==> src/rtl/spi_master_driver.sv <==
// spi_master_driver: SPI mode-0 master that shifts a 16-bit frame
// {addr[6:0], rw, data[7:0]} MSB first and returns the read byte with a
// one-cycle done pulse. All outputs are registered.
// Optional feature: define SPI_MASTER_FAULT_ABORT_EN to let a synchronized
// fault input abort an in-flight frame (done=1, error=1).
module spi_master_driver #(
  parameter int HALF_PERIOD = 16,
  parameter int GAP_CYCLES  = 32
) (
  input  logic       clk,
  input  logic       reset,
  input  logic       start,
  input  logic       rw,
  input  logic [6:0] addr,
  input  logic [7:0] wdata,
  output logic       busy,
  output logic       done,
  output logic       error,
  output logic [7:0] rdata,
  output logic       cs,
  output logic       sclk,
  output logic       mosi,
  input  logic       miso,
  input  logic       fault
);

  localparam int CNT_MAX = (HALF_PERIOD > GAP_CYCLES) ? HALF_PERIOD : GAP_CYCLES;
  localparam int CW      = (CNT_MAX > 1) ? $clog2(CNT_MAX) : 1;
  localparam logic [CW-1:0] HALF_LAST = CW'(HALF_PERIOD - 1);
  localparam logic [CW-1:0] GAP_LAST  = CW'(GAP_CYCLES - 1);

  typedef enum logic [2:0] {
    S_IDLE,
    S_SETUP,
    S_SHIFT,
    S_HOLD,
    S_GAP
  } state_t;

  state_t        state, state_nx;
  logic [CW-1:0] cnt, cnt_nx;
  logic [4:0]    half, half_nx;
  logic [15:0]   sreg, sreg_nx;
  logic [7:0]    rreg, rreg_nx;
  logic          is_read, is_read_nx;
  logic          busy_nx, done_nx, error_nx, cs_nx, sclk_nx, mosi_nx;
  logic [7:0]    rdata_nx;
  logic [1:0]    miso_sync;
  logic          abort;

  // Two-flop synchronizer for the asynchronous miso line.
  always_ff @(posedge clk) begin
    // NOTE: sequential state always uses non-blocking <= so every flop samples pre-edge values.
    if (reset) miso_sync <= '0;
    else       miso_sync <= {miso_sync[0], miso};
  end

`ifdef SPI_MASTER_FAULT_ABORT_EN
  logic [1:0] fault_sync;

  // Two-flop synchronizer for the asynchronous fault request.
  always_ff @(posedge clk) begin
    if (reset) fault_sync <= '0;
    else       fault_sync <= {fault_sync[0], fault};
  end

  assign abort = fault_sync[1];
`else
  logic unused_fault;

  assign unused_fault = fault;
  assign abort        = 1'b0;
`endif

  // Next-state and next-output logic for the frame sequencer.
  always_comb begin
    // NOTE: every signal gets a default first so no path leaves one unassigned (that would infer a latch).
    state_nx   = state;
    cnt_nx     = cnt + CW'(1);
    half_nx    = half;
    sreg_nx    = sreg;
    rreg_nx    = rreg;
    is_read_nx = is_read;
    busy_nx    = busy;
    done_nx    = 1'b0;
    error_nx   = 1'b0;
    cs_nx      = cs;
    sclk_nx    = sclk;
    mosi_nx    = mosi;
    rdata_nx   = rdata;

    case (state)
      S_IDLE: begin
        cnt_nx = '0;
        if (start) begin
          // Read frames carry zeros in the data phase.
          sreg_nx    = {addr, rw, rw ? 8'h00 : wdata};
          is_read_nx = rw;
          half_nx    = '0;
          busy_nx    = 1'b1;
          cs_nx      = 1'b0;
          mosi_nx    = addr[6];
          state_nx   = S_SETUP;
        end
      end
      S_SETUP: begin
        if (cnt == HALF_LAST) begin
          cnt_nx   = '0;
          half_nx  = '0;
          sclk_nx  = 1'b1;  // rising edge 1
          state_nx = S_SHIFT;
        end
      end
      S_SHIFT: begin
        if (cnt == HALF_LAST) begin
          cnt_nx  = '0;
          half_nx = half + 5'd1;
          if (!half[0]) begin
            // End of a high phase: falling edge, present the next frame bit.
            sclk_nx = 1'b0;
            sreg_nx = {sreg[14:0], 1'b0};
            mosi_nx = sreg[14];
          end else if (half == 5'd31) begin
            state_nx = S_HOLD;
          end else begin
            // Rising edge k = (half+1)/2 + 1; data bits arrive on k = 9..16.
            sclk_nx = 1'b1;
            if (is_read && half >= 5'd15) rreg_nx = {rreg[6:0], miso_sync[1]};
          end
        end
      end
      S_HOLD: begin
        if (cnt == HALF_LAST) begin
          cnt_nx   = '0;
          cs_nx    = 1'b1;
          done_nx  = 1'b1;
          if (is_read) rdata_nx = rreg;
          state_nx = S_GAP;
        end
      end
      S_GAP: begin
        if (cnt == GAP_LAST) begin
          cnt_nx   = '0;
          busy_nx  = 1'b0;
          state_nx = S_IDLE;
        end
      end
      default: begin
        state_nx = S_IDLE;
      end
    endcase

    // An abort ends the frame at once and still honours the inter-frame gap.
    if (abort && (state inside {S_SETUP, S_SHIFT, S_HOLD})) begin
      cnt_nx   = '0;
      cs_nx    = 1'b1;
      sclk_nx  = 1'b0;
      mosi_nx  = 1'b0;
      done_nx  = 1'b1;
      error_nx = 1'b1;
      rdata_nx = rdata;
      state_nx = S_GAP;
    end
  end

  // State, datapath and output registers.
  always_ff @(posedge clk) begin
    if (reset) begin
      // NOTE: shift/read registers are reset too; they are small and this keeps X out of simulation.
      state   <= S_IDLE;
      cnt     <= '0;
      half    <= '0;
      sreg    <= '0;
      rreg    <= '0;
      is_read <= 1'b0;
      busy    <= 1'b0;
      done    <= 1'b0;
      error   <= 1'b0;
      cs      <= 1'b1;
      sclk    <= 1'b0;
      mosi    <= 1'b0;
      rdata   <= 8'h00;
    end else begin
      state   <= state_nx;
      cnt     <= cnt_nx;
      half    <= half_nx;
      sreg    <= sreg_nx;
      rreg    <= rreg_nx;
      is_read <= is_read_nx;
      busy    <= busy_nx;
      done    <= done_nx;
      error   <= error_nx;
      cs      <= cs_nx;
      sclk    <= sclk_nx;
      mosi    <= mosi_nx;
      rdata   <= rdata_nx;
    end
  end

endmodule

==> config.mk <==
export PLATFORM = sky130hd
export DESIGN_NAME = spi_master_driver
export DESIGN_NICKNAME = d
export VERILOG_FILES = /design/src/rtl/spi_master_driver.sv
export SDC_FILE = /design/constraint.sdc
export NUM_CORES = 1
export LEC_CHECK = 0
export ABC_AREA = 1
export CORE_ASPECT_RATIO = 1.1
export CORE_UTILIZATION = 54
export DETAILED_ROUTE_END_ITERATION = 6
export HOLD_SLACK_MARGIN = 0.08
export PLACE_DENSITY = 0.83
export REMOVE_ABC_BUFFERS = 1
export SLEW_MARGIN = 20
export SYNTH_ARGS = -nofsm -noshare
export SYNTH_HDL_FRONTEND = slang
export SYNTH_SLANG_ARGS = --single-unit
==> constraint.sdc <==
create_clock -name clk -period 2.45 [get_ports clk]
set_clock_uncertainty 0.2 [all_clocks]
set_input_delay 0.49 -clock clk [delete_from_list [all_inputs] [get_ports clk]]
set_output_delay 0.49 -clock clk [all_outputs]
set_load 0.01 [all_outputs]
==> metrics.cfg <==
[global_routing]
antenna_found_initial=0
grt_pass1_wl_mm=7.44
grt_overflow_total=0
grt_max_degree=40
grt_pass1_vias=1851
grt_usage=0.190

[flow_run]
cap_violations=0

[drt]
drc=0
vias=2266
wire_per_inst_microns=9.79
drtAntennaViolNets=0
first_pass_iters=4
wirelength_mm=4.52
drtIter0Drc=110
viasPerCell=4.90

[clock_tree]
cts_hold_buffers=0
clock-sinks=52
cts_inserted_buffers=5
insertion_delay_ps=300
cts_max_path_buffers=2
tritoncts=done
cts-htree-levels=2
postCtsResizedCells=0
cts_root_buf=clkbuf_8
cts_setup_buffers=0
path_clk_slew_ps=90

[cells_and_area]
final_common_cell=nand2_1
nNetsFinal=435
area_delta_synth_final_pct=17.2
most-common-layout-cells=nand2_1, inv_1, nor2_1
ff_latch_area_sq_mm=0.00104
stdcell_area_sq_mm=0.00301
drive_gt1_frac=0.0539
fillers=397
instances_no_fill=462
antenna_cells=0
multiInputGateArea_sq_mm=0.00118

[sta]
fmax_ghz=0.445
min_period_ps=2250
tns_ps=0
period_share=0.917
setup_viol=0
fin_hold_ws_ps=208
drv_slew=0
rsz0062_at_grt=false
hold_viol_final=0

[floorplan]
die_x_microns=67.8
initial_core_util=0.579
die_y_microns=74.4
die_area_sq_mm=0.00504
core_sq_mm=0.00444
num_rows=25
ios=35

[placement]
dp.cells=454
gp_congestion=0.856
place_hpwl_mm=3.13
portBuffers=32
place_area_sq_mm=0.00291

[setup_path]
critPathCaptureType=flip-flop
startpoint=cnt[0]
critPathKind=flip-flop to flip-flop
critPathCapture=sreg[4]
worstReg2RegStart=cnt[0]
cpMaxStageDelayCell=dfxtp_1
crit_path_max_incr_delay_ps=360
worst_ep_arrival_time_ps=2240
crit_fanout=32
r2r-end=sreg[4]
path_cells=ha_1, nand2_1, nor2_1, ha_1, inv_1, nand3_1, nand3_2, buf_4, o21ai_0, nor2_1
reg2reg_depth=10
cp-start-kind=flip-flop
r2r_slack_ps=200
required_ps=2450

[synthesis]
ys_types=28
synth_cells=378
ys_ff_latch=52
synthesis.area_sq_mm=0.00257
postSynthAreaPerCell_sq_um=6.80
seq_area_frac_synth=0.405
synth_warnings=0

[pwr]
static-leakage-power_nw=1.35
ir_worst_vdd_v=0.000465
pwr_density_cell_mw_per_mm2=866

[run_status]
outcome=completed

[hold_path]
worstHoldPathType=flip-flop to flip-flop
min_path_cells=2

[sequential cells by signal, indices dropped and copies added (netlist names)]
name / count
is_read: 1
state: 3
cs: 1
cnt: 5
done: 1
rdata: 8
sreg: 15
half: 5
miso_sync: 2
busy: 1
sclk: 1
rreg: 8
mosi: 1
[worst min path at each step]
stage,end,from
detailed placement,miso_sync[1],miso_sync[0]
CTS,miso_sync[1],miso_sync[0]
global route,miso_sync[1],miso_sync[0]
global placement,miso_sync[1],miso_sync[0]
floorplan,miso_sync[1],miso_sync[0]
finish,miso_sync[1],miso_sync[0]
[critical path, delay by kind of cell, from the launching register on]
family	cells	cell delay, ps
flops	1	360
compound gates	1	200
fa+ha+maj	2	490
buf+inv	2	340
simple gates	5	540
[cells by family (layout without fill, tap and decap cells)]
logic type                 Yosys count  count (layout)  synth area share
and+or+nand+nor                    179             179             0.299
buffers and inverters               78             108             0.135
AOI/OAI and AO/OA                   60              60             0.123
DFF                                 52              52             0.405
adders and majority gates            7               7            0.0341
other                                1               1           0.00146
xor gates and xnor gates             1               1           0.00341
[synth_stat cells (all sizes together)]
master    n  area [sq um]
conb      1          3.75
ha        7          87.6
nor3      1          16.3
a21oi    28           144
o211ai    2          15.0
nor2     58           225
o2111ai   1          8.76
inv      60           225
buf      15           110
nand4     1          12.5
nand2    87           334
nor3b     1          12.5
a211oi    1          7.51
nand3b    1          7.51
clkbuf    2          7.51
dfxtp    52          1040
nand3    30           160
o21ai    28           140
clkinv    1          3.75
xor2      1          8.76
[metrics by stage]
step | util | power, mW | setup slack, ps
floorplan | - | 1.80 | 261
global placement | 0.654 | 2.02 | 295
detailed placement | 0.654 | 2.05 | 212
CTS | 0.679 | 2.63 | 200
global route | 0.679 | 2.82 | 24.9
finish | 0.679 | 2.61 | 203
[power by group]
| part | switching (mW) | internal [mW] | total, mW |
|---|---|---|---|
| combinational | 0.616 | 0.336 | 0.951 |
| sequential | 0.0887 | 0.996 | 1.08 |
| clock | 0.269 | 0.303 | 0.573 |
[final cells by class]
cell class,count,area share
timing repair buffer,39,0.128
clock buffer,6,0.0241
tap,54,0.0224
clock inverter,2,0.0116
inverter,61,0.0760
sequential,52,0.345
multi-input combinational,248,0.393
[routing by layer]
layer | share of wire | vias up | GRT usage | routed length (microns)
met3 | 0.039 | 4 | 0.0521 | 175
met2 | 0.47 | 47 | 0.331 | 2140
met4 | 0.010 | 0 | 0.0718 | 45
met1 | 0.48 | 992 | 0.221 | 2160
li1 | - | 1223 | - | -
met5 | 0 | - | 0 | 0
No activity file was read; power rests on OpenSTA's default activity.
